[src/rtl/sqrt_operand_issue.sv]
// rtl/sqrt_operand_issue.sv - operand unpack/classify and issue stage for the lamp sqrt/inv-sqrt mantissa core
module sqrt_operand_issue #(
    parameter int TIMEOUT_CYC = 64,
    parameter int E_DW        = 8,
    parameter int F_DW        = 7,
    localparam int LAMP_FLOAT_DW = 1 + E_DW + F_DW
) (
    input  logic                     clk,
    input  logic                     rst,
    input  logic                     op_valid_i,
    output logic                     op_ready_o,
    input  logic [LAMP_FLOAT_DW-1:0] op_i,
    input  logic                     inv_i,
    output logic                     doSqrt_o,
    output logic [F_DW:0]            s_o,
    output logic                     is_exp_odd_o,
    output logic                     invSqrt_o,
    output logic                     special_case_o,
    input  logic                     core_valid_i,
    input  logic [F_DW:0]            core_res_i,
    output logic                     res_valid_o,
    input  logic                     res_ready_i,
    output logic                     res_sign_o,
    output logic [E_DW-1:0]          res_exp_o,
    output logic [F_DW:0]            res_f_o,
    output logic                     res_special_o,
    output logic [LAMP_FLOAT_DW-1:0] res_special_val_o,
    output logic                     timeout_o
);

    localparam int CNT_W = $clog2(TIMEOUT_CYC + 1);
    localparam logic [E_DW-1:0]          BIAS = {1'b0, {(E_DW-1){1'b1}}};
    localparam logic [LAMP_FLOAT_DW-1:0] QNAN = {1'b0, {E_DW{1'b1}}, 1'b1, {(F_DW-1){1'b0}}};
    localparam logic [LAMP_FLOAT_DW-1:0] PINF = {1'b0, {E_DW{1'b1}}, {F_DW{1'b0}}};
    localparam logic [CNT_W-1:0]         CNT_LAST = CNT_W'(TIMEOUT_CYC - 1);

    typedef enum logic [1:0] {
        S_IDLE  = 2'd0,
        S_ISSUE = 2'd1,
        S_OUT   = 2'd2
    } state_t;

    state_t r_state;
    state_t w_state_nxt;

    logic                     r_do_sqrt;
    logic [F_DW:0]            r_s;
    logic                     r_is_exp_odd;
    logic                     r_inv;
    logic                     r_special;
    logic                     r_res_sign;
    logic [E_DW-1:0]          r_res_exp;
    logic [F_DW:0]            r_res_f;
    logic                     r_res_special;
    logic [LAMP_FLOAT_DW-1:0] r_res_special_val;
    logic                     r_timeout;
    logic [CNT_W-1:0]         r_cnt;

    logic                     w_sign;
    logic [E_DW-1:0]          w_exp;
    logic [F_DW-1:0]          w_frac;
    logic                     w_exp_zero;
    logic                     w_exp_max;
    logic                     w_frac_zero;
    logic                     w_special;
    logic [LAMP_FLOAT_DW-1:0] w_special_val;
    logic signed [E_DW:0]     w_e;
    logic signed [E_DW:0]     w_half;
    logic signed [E_DW:0]     w_exp_adj;
    logic                     w_accept;
    logic                     w_cnt_done;

    assign w_sign      = op_i[LAMP_FLOAT_DW-1];
    assign w_exp       = op_i[F_DW +: E_DW];
    assign w_frac      = op_i[F_DW-1:0];
    assign w_exp_zero  = (w_exp == '0);
    assign w_exp_max   = &w_exp;
    assign w_frac_zero = (w_frac == '0);

    // Zero exponent covers denormals too: they are flushed to a signed zero first.
    always_comb begin
        w_special     = 1'b1;
        w_special_val = '0;
        if (w_exp_max && !w_frac_zero) begin
            w_special_val = QNAN;
        end else if (w_exp_zero) begin
            w_special_val = inv_i ? {w_sign, PINF[LAMP_FLOAT_DW-2:0]}
                                  : {w_sign, {(LAMP_FLOAT_DW-1){1'b0}}};
        end else if (w_sign) begin
            w_special_val = QNAN;
        end else if (w_exp_max) begin
            w_special_val = inv_i ? '0 : PINF;
        end else begin
            w_special = 1'b0;
        end
    end

    // Halved unbiased exponent rounds toward minus infinity; odd part goes to the core.
    assign w_e       = $signed({1'b0, w_exp}) - $signed({1'b0, BIAS});
    assign w_half    = w_e >>> 1;
    assign w_exp_adj = $signed({1'b0, BIAS}) + (r_state == S_IDLE && inv_i ? -w_half : w_half);

    assign w_accept   = (r_state == S_IDLE) && op_valid_i;
    assign w_cnt_done = (r_cnt == CNT_LAST);

    always_ff @(posedge clk or negedge rst) begin
        if (!rst) begin
            r_state <= S_IDLE;
        end else begin
            r_state <= w_state_nxt;
        end
    end

    always_comb begin
        w_state_nxt = r_state;
        case (r_state)
            S_IDLE:  if (op_valid_i) w_state_nxt = S_ISSUE;
            S_ISSUE: if (core_valid_i || w_cnt_done) w_state_nxt = S_OUT;
            S_OUT:   if (res_ready_i) w_state_nxt = S_IDLE;
            default: w_state_nxt = S_IDLE;
        endcase
    end

    always_ff @(posedge clk or negedge rst) begin
        if (!rst) begin
            r_do_sqrt         <= 1'b0;
            r_s               <= '0;
            r_is_exp_odd      <= 1'b0;
            r_inv             <= 1'b0;
            r_special         <= 1'b0;
            r_res_sign        <= 1'b0;
            r_res_exp         <= '0;
            r_res_f           <= '0;
            r_res_special     <= 1'b0;
            r_res_special_val <= '0;
            r_timeout         <= 1'b0;
            r_cnt             <= '0;
        end else begin
            if (w_accept) begin
                r_do_sqrt         <= 1'b1;
                r_s               <= {1'b1, w_frac};
                r_is_exp_odd      <= w_e[0];
                r_inv             <= inv_i;
                r_special         <= w_special;
                r_res_special     <= w_special;
                r_res_special_val <= w_special ? w_special_val : '0;
                r_res_sign        <= w_special ? w_special_val[LAMP_FLOAT_DW-1] : 1'b0;
                r_res_exp         <= w_special ? '0 : w_exp_adj[E_DW-1:0];
                r_timeout         <= 1'b0;
                r_cnt             <= '0;
            end else if (r_state == S_ISSUE) begin
                if (core_valid_i) begin
                    r_res_f   <= core_res_i;
                    r_do_sqrt <= 1'b0;
                end else if (w_cnt_done) begin
                    r_do_sqrt         <= 1'b0;
                    r_res_special     <= 1'b1;
                    r_res_special_val <= QNAN;
                    r_timeout         <= 1'b1;
                end else begin
                    r_cnt <= r_cnt + 1'b1;
                end
            end else if (r_state == S_OUT && res_ready_i) begin
                r_timeout <= 1'b0;
            end
        end
    end

    assign op_ready_o        = (r_state == S_IDLE);
    assign res_valid_o       = (r_state == S_OUT);
    assign doSqrt_o          = r_do_sqrt;
    assign s_o               = r_s;
    assign is_exp_odd_o      = r_is_exp_odd;
    assign invSqrt_o         = r_inv;
    assign special_case_o    = r_special;
    assign res_sign_o        = r_res_sign;
    assign res_exp_o         = r_res_exp;
    assign res_f_o           = r_res_f;
    assign res_special_o     = r_res_special;
    assign res_special_val_o = r_res_special_val;
    assign timeout_o         = r_timeout;

endmodule

[config.mk]
export PLATFORM = sky130hd
export DESIGN_NAME = sqrt_operand_issue
export DESIGN_NICKNAME = d
export VERILOG_FILES = /design/src/rtl/sqrt_operand_issue.sv
export SDC_FILE = /design/constraint.sdc
export NUM_CORES = 1
export LEC_CHECK = 0
export ABC_AREA = 1
export CAP_MARGIN = 20
export CORE_ASPECT_RATIO = 0.7
export CORE_MARGIN = 3
export CORE_UTILIZATION = 25
export CTS_CLUSTER_SIZE = 28
export DETAILED_ROUTE_END_ITERATION = 10
export PLACE_DENSITY = 0.56
export SLEW_MARGIN = 20
export SYNTH_ARGS = -nofsm -noshare
export SYNTH_HDL_FRONTEND = slang
export SYNTH_SLANG_ARGS = --single-unit
[constraint.sdc]
create_clock -name clk -period 4.4 [get_ports clk]
set_input_delay 0.66 -clock clk [delete_from_list [all_inputs] [get_ports clk]]
set_output_delay 0.66 -clock clk [all_outputs]
set_load 0.03 [all_outputs]
==> results by group, run 1 <==
Power and ir drop
  – VDD IR max: 0.323 mV
  – Clock power share: 0.189
  – Leak Pwr: 1.60 nW
  – Sequential Power Share: 0.291
  – Sw Ratio: 0.432
  – Int Pwr: 1.27 mW
  – NetSw: 0.969 mW
  – Comb power frac: 0.520
  – Power Dens Cells: 652 nW/um^2

Clock tree
  – CTS tree: done
  – Clk sinks: 43
  – PostCTS Resize Cnt: 0
  – Setup bufs post-CTS: 0
  – Root buf cell: clkbuf_16
  – CTS Buffer Depth: 2
  – Clock slew at reported path FFs: 0.06 ns
  – Clk_lat worst skew: 0.29 ns
  – TritonCTS buffer count: 5
  – Hold buffers post-CTS: 0
  – CTS HTree Levels: 2

Routing
  – DR vias: 2219
  – Antenna viol nets, final: 0
  – Drt total wl: 6.69 mm
  – Vias per cell: 4.37
  – WL/cell: 13.2 microns
  – Drt drc: 0
  – DR pass1 iterations: 4
  – Initial DRC Count: 138

STA
  – Final setup fails: 0
  – Max Slew Vio Count: 0
  – Final Hold Fails: 0
  – Worst-Margin Slew: 0.697 ns
  – Hold slack: 0.367 ns
  – Relative slew margins: 0.531
  – Fin crit share: 0.645
  – Final setup TNS: 0 ns
  – Post-route minimum period: 2.84 ns
  – Fmax: 352 MHz
  – RSZ-0062 raised after global routing: no
  – Post-Route Skew: 0.00233 ns

Synth
  – Yosys warns: 0
  – Post-synthesis sequential area ratio: 0.430
  – FFs w/ async S/R, synth: 1.00
  – Most numerous cell in the Yosys netlist: nand2_1
  – Synth cell count leaders: nand2_1, dfrtp_1, inv_1
  – Top FF cell, synth: dfrtp_1
  – Synth area leaders: dfrtp_1, nand2_1, inv_1
  – Mapped Area: 2500 sq um
  – Top-area cell type share of the netlist area: 0.430
  – Yosys top cell by area: dfrtp_1
  – #FFs+latches synth: 43
  – Gate Count Post-Synth: 317
  – Post-synth EDFFs: 0
  – Distinct cells, synth: 36
  – Avg Cell Area, Syn: 7.90 sq um

Place
  – Routability cong.: 0.813
  – Placed cell areas: 3270 sq um
  – Final HPWL DP: 5.14 mm
  – Port-buffer cells: 72

Critical path
  – Nature of the critical path startpoint: input pin
  – CP peak stage delay: 0.62 ns
  – Reg-to-reg endpoint: res_special_o
  – Crit path max-delay family: adder cells
  – CP Depth: 15
  – R2R Path Start: r_state[0]
  – Worst r2r path cells: 7
  – CP Capture Type: flip-flop
  – Req. time, crit path: 4.58 ns
  – Reg2reg setup slack: 1.99 ns
  – Crit path buffers/inverters: 3
  – CP Cell Sequence: clkdlybuf4s50_1 > ha_1 > inv_1 > nand2_1 > nand2_2 > ha_1 > o21ai_2 > ha_1 > inv_1 > nor2_2 > nand2_1 > nor2_2 > nand3_1 > nand3_1 > nand2_1
  – Crit path kind: input pin to flip-flop
  – Worst EP arrival: 3.01 ns
  – Critical path endpoint: res_exp_o[6]
  – Crit path launch: op_i[7]
  – Critical Path Fanout Max: 6
  – Slowest stage cell, crit path: clkdlybuf4s50_1

Layout
  – Area growth syn-to-layout: 37.4%
  – # diodes: 0
  – Multi-input logic area: 1150 sq um
  – # fillers: 975
  – Layout cells sized above 1: 0.133
  – Fin area: 3440 sq um
  – Nets: 418
  – FF+latch area: 1080 sq um

GRT
  – GRT met3 Usage: 0.0403
  – Gr ovfl total: 0
  – Global routing's busiest layer: met1
  – Met1 Use GR: 0.193
  – Vias in the first global route: 2177
  – Met2 Usage GRT: 0.165
  – GRT Overall Usage: 0.124
  – Global-route wire length before repair: 11.4 mm
  – Initial antenna violation count: 0
  – Largest net degree at the start of global routing: 44

Worst hold path
  – HP Class: input pin to async pin

Die
  – Initial Util: 0.266
  – Die Footprint: 11300 sq um
  – Horiz. Die Dim: 126 microns
  – Core area: 9400 sq um
  – Rows: 29
  – Die Ht: 89.7 microns
  – I/O pin count: 79

Outcome
  – Outcome: completed

Run
  – Max-cap violations: 0
worst min path at each step:
stage,start,end,slack [ns],cells past startpoint
finish,rst,timeout_o,0.37,1
global route,rst,res_f_o[3],0.40,1
CTS,s_o[7],s_o[7],0.48,1
detailed placement,s_o[7],s_o[7],0.46,1
global placement,s_o[7],s_o[7],0.45,1
floorplan,rst,doSqrt_o,0.36,0
cell type report:
type                       instances  area share
multi-input combinational        216       0.335
sequential                        43       0.313
timing repair buffer              72       0.209
inverter                          45      0.0498
tap                              124      0.0451
clock buffer                       5      0.0364
clock inverter                     3      0.0127
worst register-to-register path, delay by kind of cell (launching register included):
kind / cells / cell delay (ns)
buffers and inverters: 2 / 0.51
AO/OA/AOI/OAI: 1 / 0.12
AND/OR/NAND/NOR: 3 / 0.94
multiplexers: 1 / 0.28
flip-flops: 1 / 0.43
state kept, by name, indices dropped and copies added (netlist names), 2 cells and up:
register / count
r_cnt: 7
r_state: 2
res_exp_o: 8
res_f_o: 8
res_special_val_o: 3
s_o: 8
stage by stage:
step	power (mW)	util	setup slack (ns)	cells
3_3_place_gp	1.82	0.348	1.34	500
6_report	2.24	0.366	1.56	508
2_1_floorplan	1.39	-	2.12	322
4_1_cts	2.28	0.366	1.57	508
5_1_grt	2.40	0.366	1.39	508
3_5_place_dp	1.83	0.348	1.28	500
cell families after synthesis:
group           synth area share
buf+inv                    0.118
mux                       0.0405
compound gates            0.0770
flops                      0.430
fa+ha+maj                 0.0250
other cells              0.00150
xor+xnor                 0.00350
simple gates               0.305
per-layer routing:
layer  vias up  part of all wire
li1       1129                 -
met4         0            0.0078
met1      1017              0.52
met2        67              0.39
met5         -                 0
met3         6             0.081
layout by cell type, fill, tap and decap left out, drive strengths merged, types with 4 or more instances in the layout:
cell / n
ha: 5
dfrtp: 43
nand4: 5
nor4: 4
inv: 45
conb: 6
clkdlybuf4s50: 71
clkbuf: 5
nand2: 96
nand3: 27
o21ai: 22
nor2: 23
nor3: 4
mux2: 9
a21oi: 6
power by group through the flow:
stage | clock (mW) | combinational, mW | sequential [mW]
finish | 0.424 | 1.17 | 0.652
floorplan | 0 | 0.485 | 0.902
global placement | 0 | 1.17 | 0.654
CTS | 0.439 | 1.18 | 0.655
global route | 0.455 | 1.27 | 0.678
detailed placement | 0 | 1.18 | 0.655
(Power assumes the default switching activity.)
==> run 2: changes to the inputs <==
Settings changed: PLACE_DENSITY 0.56 to 0.58.
Clock period 4.4 ns to 2.5 ns, I/O delays scaled along.
==> run 2 against run 1 <==
Effect of this change: die area unchanged; sequential share of layout area down 0.74 points; total power up 74%; via count up 0.81%; combinational power up 79%; sequential cell count unchanged; first-iteration DRC count down 36%; global-route usage down 0.19 points; register-to-register slack worse by 1.3 ns; clock skew up 0.0048 ns; clock-buffer cell count up 1.
==> results by group, run 2 (synthesis gave the netlist of run 1 again) <==
Outcome
  – Outcome: completed

Critical path
  – Worst r2r path cells: 11
  – Crit path launch: op_i[9]
  – Critical path endpoint: res_exp_o[6]
  – Req. time, crit path: 2.68 ns
  – Crit path kind: input pin to flip-flop
  – CP Capture Type: flip-flop
  – Reg-to-reg endpoint: res_exp_o[6]
  – Critical Path Fanout Max: 4
  – Nature of the critical path startpoint: input pin
  – CP Cell Sequence: clkdlybuf4s50_1 > inv_2 > nand2_1 > nand2_2 > ha_1 > o21ai_2 > ha_2 > inv_1 > nor2_2 > nand2_1 > nor2_2 > nand3_1 > nand3_1 > nand2_1
  – Slowest stage cell, crit path: clkdlybuf4s50_1
  – Worst EP arrival: 2.40 ns
  – CP peak stage delay: 0.56 ns
  – Reg2reg setup slack: 0.72 ns
  – Most used cell, CP: nand2_1
  – R2R Path Start: r_state[0]

Routing
  – Drt drc: 0
  – Vias per cell: 4.30
  – Antenna viol nets, final: 0
  – Initial DRC Count: 89
  – DR vias: 2237
  – WL/cell: 12.9 microns
  – Drt total wl: 6.72 mm
  – DR pass1 iterations: 4

Layout
  – Most frequent cells in the layout: nand2_1, clkdlybuf4s50_1, dfrtp_1, inv_1, nand3_1
  – Commonest non-fill, non-tap cell in the layout: nand2_1
  – Layout cells sized above 1: 0.164
  – Area growth syn-to-layout: 40.8%
  – Fin area: 3520 sq um
  – Nets: 430
  – # diodes: 0
  – Finished Layout Cells: 520

GRT
  – Met1 Use GR: 0.179
  – Initial antenna violation count: 0
  – Gr ovfl total: 0
  – GRT Overall Usage: 0.122
  – Met2 Usage GRT: 0.173
  – Vias in the first global route: 2210
  – Largest net degree at the start of global routing: 33
  – Global-route wire length before repair: 11.2 mm
  – GRT met3 Usage: 0.0468
  – Global routing's busiest layer: met1

Power and ir drop
  – NetSw: 1.71 mW
  – Sw Ratio: 0.437
  – Comb power frac: 0.537
  – VDD IR max: 0.501 mV
  – Clock power share: 0.172
  – Leak Pwr: 1.66 nW
  – Sequential Power Share: 0.291
  – Power Dens Cells: 1110 nW/um^2
  – Int Pwr: 2.20 mW

Clock tree
  – Hold buffers post-CTS: 0
  – CTS HTree Levels: 2
  – Root buf cell: clkbuf_16
  – CTS tree: done
  – Clk_lat worst skew: 0.29 ns
  – CTS Buffer Depth: 2
  – Clock slew at reported path FFs: 0.07 ns
  – Clk sinks: 43
  – TritonCTS buffer count: 5

STA
  – Worst-Margin Slew: 0.529 ns
  – Max Slew Vio Count: 0
  – Post-Route Skew: 0.00709 ns
  – Relative slew margins: 0.644
  – Fin crit share: 0.887
  – Final setup TNS: 0 ns
  – Setup ws final: 0.282 ns
  – Fmax: 451 MHz
  – RSZ-0062 raised after global routing: no
  – Final Hold Fails: 0
  – Final setup fails: 0
  – Post-route minimum period: 2.22 ns

Die
  – Core area: 9400 sq um
  – Initial Util: 0.266
  – Horiz. Die Dim: 126 microns
  – Die Ht: 89.7 microns
  – Die Footprint: 11300 sq um
  – I/O pin count: 79
  – Rows: 29

Place
  – Final HPWL DP: 5.19 mm
  – Placement Setup Slack: -0.141 ns
  – Port-buffer cells: 72
  – Placed cell areas: 3360 sq um
  – Routability cong.: 0.807
  – Placed instance count: 512

Worst hold path
  – HP Class: input pin to async pin

Run
  – Max-cap violations: 0
[run 2: area by class of cell]
type                            instances  area (sq um)
Fill cell                             962          5870
Multi-Input combinational cell        216          1160
Sequential cell                        43          1080
Timing Repair Buffer                   84           811
Inverter                               45           171
Tap cell                              124           155
Clock buffer                            6           139
Clock inverter                          2          16.3
[run 2: critical path, delay by kind of cell]
| family | cells | cell delay [ns] |
|---|---|---|
| fa+ha+maj | 2 | 0.50 |
| simple gates | 8 | 0.69 |
| buf+inv | 3 | 0.66 |
| compound gates | 1 | 0.16 |
[run 2: how the worst min path moves through the flow]
stage,end,startpoint,slack [ns],depth (start not counted)
after floorplan,doSqrt_o,rst,0.08,0
after global placement,s_o[6],rst,0.32,1
after detailed placement,timeout_o,rst,0.32,1
after CTS,s_o[6],rst,0.02,1
after global routing,s_o[6],rst,0.03,1
final,s_o[6],rst,0.005,1
[run 2: per-layer routing]
| layer | part of all wire | wire length (microns) | vias up |
|---|---|---|---|
| li1 | - | - | 1154 |
| met4 | 0.0034 | 23 | 0 |
| met5 | 0 | 0 | - |
| met3 | 0.072 | 485 | 4 |
| met2 | 0.40 | 2660 | 59 |
| met1 | 0.53 | 3560 | 1020 |
[run 2: timing repair]
action / in CTS / in global routing
endpoints found under the setup margin: 0 / 2
setup buffers: 0 / 0
gates resized for setup: 0 / 4
endpoints found under the hold margin: 0 / 0
[run 2: stage by stage]
step	power, mW	util	hold WS, ns
after global routing	4.18	0.375	0.0270
after floorplan	2.44	-	0.0794
after CTS	3.96	0.374	0.0179
after global placement	3.24	0.357	0.319
after detailed placement	3.26	0.357	0.322
final	3.91	0.375	0.00480
[run 2: power groups by stage]
| stage | combinational, mW | clock (mW) | sequential, mW |
|---|---|---|---|
| final | 2.10 | 0.673 | 1.14 |
| after global routing | 2.27 | 0.734 | 1.18 |
| after CTS | 2.13 | 0.691 | 1.14 |
| after detailed placement | 2.11 | 0 | 1.15 |
| after global placement | 2.10 | 0 | 1.14 |
| after floorplan | 0.854 | 0 | 1.59 |
==> run 3: changes to the inputs <==
Settings changed: HOLD_SLACK_MARGIN set to 0.02.
==> run 3 against run 2 <==
Effect of this change: clock skew fell by 0.0029 ns; clock power down 0.6%; clock-buffer cell count is the same; worst hold slack better by 0.47 ns; global-route usage stayed put; cell area increased by 0.28%; register-to-register slack about the same; sequential share of layout area fell by 0.086 points; die area unchanged; largest power group unchanged; highest routed layer unchanged.
==> results by group, run 3 (synthesis gave the netlist of run 1 again) <==
STA
  – Fmax: 451 MHz
  – Hold slack: 0.479 ns
  – Post-Route Skew: 0.00422 ns
  – Final setup fails: 0
  – Final Hold Fails: 0
  – Relative slew margins: 0.645
  – Worst-Margin Slew: 0.527 ns
  – Post-route minimum period: 2.22 ns
  – Fin crit share: 0.887
  – Max Slew Vio Count: 0
  – Setup ws final: 0.282 ns
  – Final setup TNS: 0 ns
  – RSZ-0062 raised after global routing: no

Place
  – Final HPWL DP: 5.19 mm
  – Placed cell areas: 3360 sq um
  – Routability cong.: 0.807
  – Port-buffer cells: 72
  – Placement Setup Slack: -0.141 ns

Critical path
  – CP Cell Sequence: clkdlybuf4s50_1 > inv_2 > nand2_1 > nand2_2 > ha_1 > o21ai_2 > ha_2 > inv_1 > nor2_2 > nand2_1 > nor2_2 > nand3_1 > nand3_1 > nand2_1
  – Crit path kind: input pin to flip-flop
  – Req. time, crit path: 2.68 ns
  – CP Capture Type: flip-flop
  – Most used cell, CP: nand2_1
  – Nature of the critical path startpoint: input pin
  – Worst EP arrival: 2.39 ns
  – Critical Path Fanout Max: 4
  – CP peak stage delay: 0.56 ns
  – Slowest stage cell, crit path: clkdlybuf4s50_1

Layout
  – Final core utilization: 0.376
  – Most frequent cells in the layout: nand2_1, clkdlybuf4s50_1, dfrtp_1, inv_1, nand3_1
  – # diodes: 0
  – Layout cells sized above 1: 0.164
  – Commonest non-fill, non-tap cell in the layout: nand2_1
  – Area growth syn-to-layout: 41.2%
  – Nets: 431
  – Fin area: 3530 sq um

Clock tree
  – Clk_lat worst skew: 0.28 ns
  – Root buf cell: clkbuf_16
  – CTS HTree Levels: 2
  – TritonCTS buffer count: 5
  – CTS Buffer Depth: 2
  – Clock slew at reported path FFs: 0.06 ns
  – CTS tree: done
  – Clk sinks: 43
  – Setup bufs post-CTS: 0

Routing
  – Antenna viol nets, final: 0
  – WL/cell: 12.8 microns
  – DR pass1 iterations: 4
  – Drt total wl: 6.68 mm
  – Vias per cell: 4.33
  – Drt drc: 0
  – Initial DRC Count: 88
  – DR vias: 2255

GRT
  – Gr ovfl total: 0
  – GRT Overall Usage: 0.122
  – Largest net degree at the start of global routing: 33
  – Global-route wire length before repair: 11.2 mm
  – Vias in the first global route: 2210
  – Initial antenna violation count: 0

Outcome
  – Outcome: completed

Die
  – I/O pin count: 79
  – Initial Util: 0.266
  – Core area: 9400 sq um
  – Rows: 29
  – Horiz. Die Dim: 126 microns
  – Die Ht: 89.7 microns
  – Die Footprint: 11300 sq um

Worst hold path
  – HP Class: flip-flop to flip-flop

Power and ir drop
  – Leak Pwr: 1.66 nW
  – VDD IR max: 0.500 mV
  – Power Dens Cells: 1100 nW/um^2

Run
  – Max-cap violations: 0
-- run 3: cell count changes in the layout (fill, tap and decap cells not counted) --
cell	delta
dlygate4sd3_1	+1
-- run 3: metrics by stage --
step                power, mW  std cells
floorplan                2.44        322
global placement         3.24        512
detailed placement       3.26        512
CTS                      3.96        521
global route             4.18        521
finish                   3.90        521
-- run 3: power by group --
| part | leakage [nW] | internal, mW | switching [mW] |
|---|---|---|---|
| Clock | 0.0731 | 0.399 | 0.270 |
| Sequential | 0.536 | 0.961 | 0.176 |
| Combinational | 1.05 | 0.840 | 1.26 |
-- run 3: repair_timing --
| item | CTS | global route |
|---|---|---|
| setup endpoints to repair | 0 | 2 |
| hold buffers | 1 | 0 |
| gates resized for setup | 0 | 4 |
| endpoints found under the hold margin | 15 | 0 |
-- run 3: final timing paths --
path | cells after the start | end | slack [ns] | start
setup / recovery | 14 | res_exp_o[6] | 0.28 | op_i[9]
hold / removal | 2 | doSqrt_o | 0.48 | doSqrt_o
setup reg to reg | 11 | res_exp_o[6] | 0.72 | r_state[0]
hold reg to reg | 2 | doSqrt_o | 0.48 | doSqrt_o
max in group asynchronous | 3 | res_f_o[7] | 1.27 | rst
min in group asynchronous | 2 | s_o[6] | 0.53 | rst
-- run 3: final cells by class --
class                      instances  area, sq um
clock inverter                     2         16.3
sequential                        43         1080
tap                              124          155
clock buffer                       6          139
fill                             962         5860
timing repair buffer              85          821
inverter                          45          171
multi-input combinational        216         1160
-- run 3: worst max-delay path: cells and delay by family --
| family | cells | cell delay [ns] |
|---|---|---|
| AOI/OAI and AO/OA | 1 | 0.16 |
| and+or+nand+nor | 8 | 0.69 |
| buffers and inverters | 3 | 0.66 |
| adders and majority gates | 2 | 0.50 |
-- run 3: layer usage --
layer  track usage  wire length [microns]  vias up
met1         0.179                   3400     1024
li1              -                      -     1157
met2         0.173                   2670       70
met3        0.0468                    583        4
met4        0.0162                     23        0
met5             0                      0        -
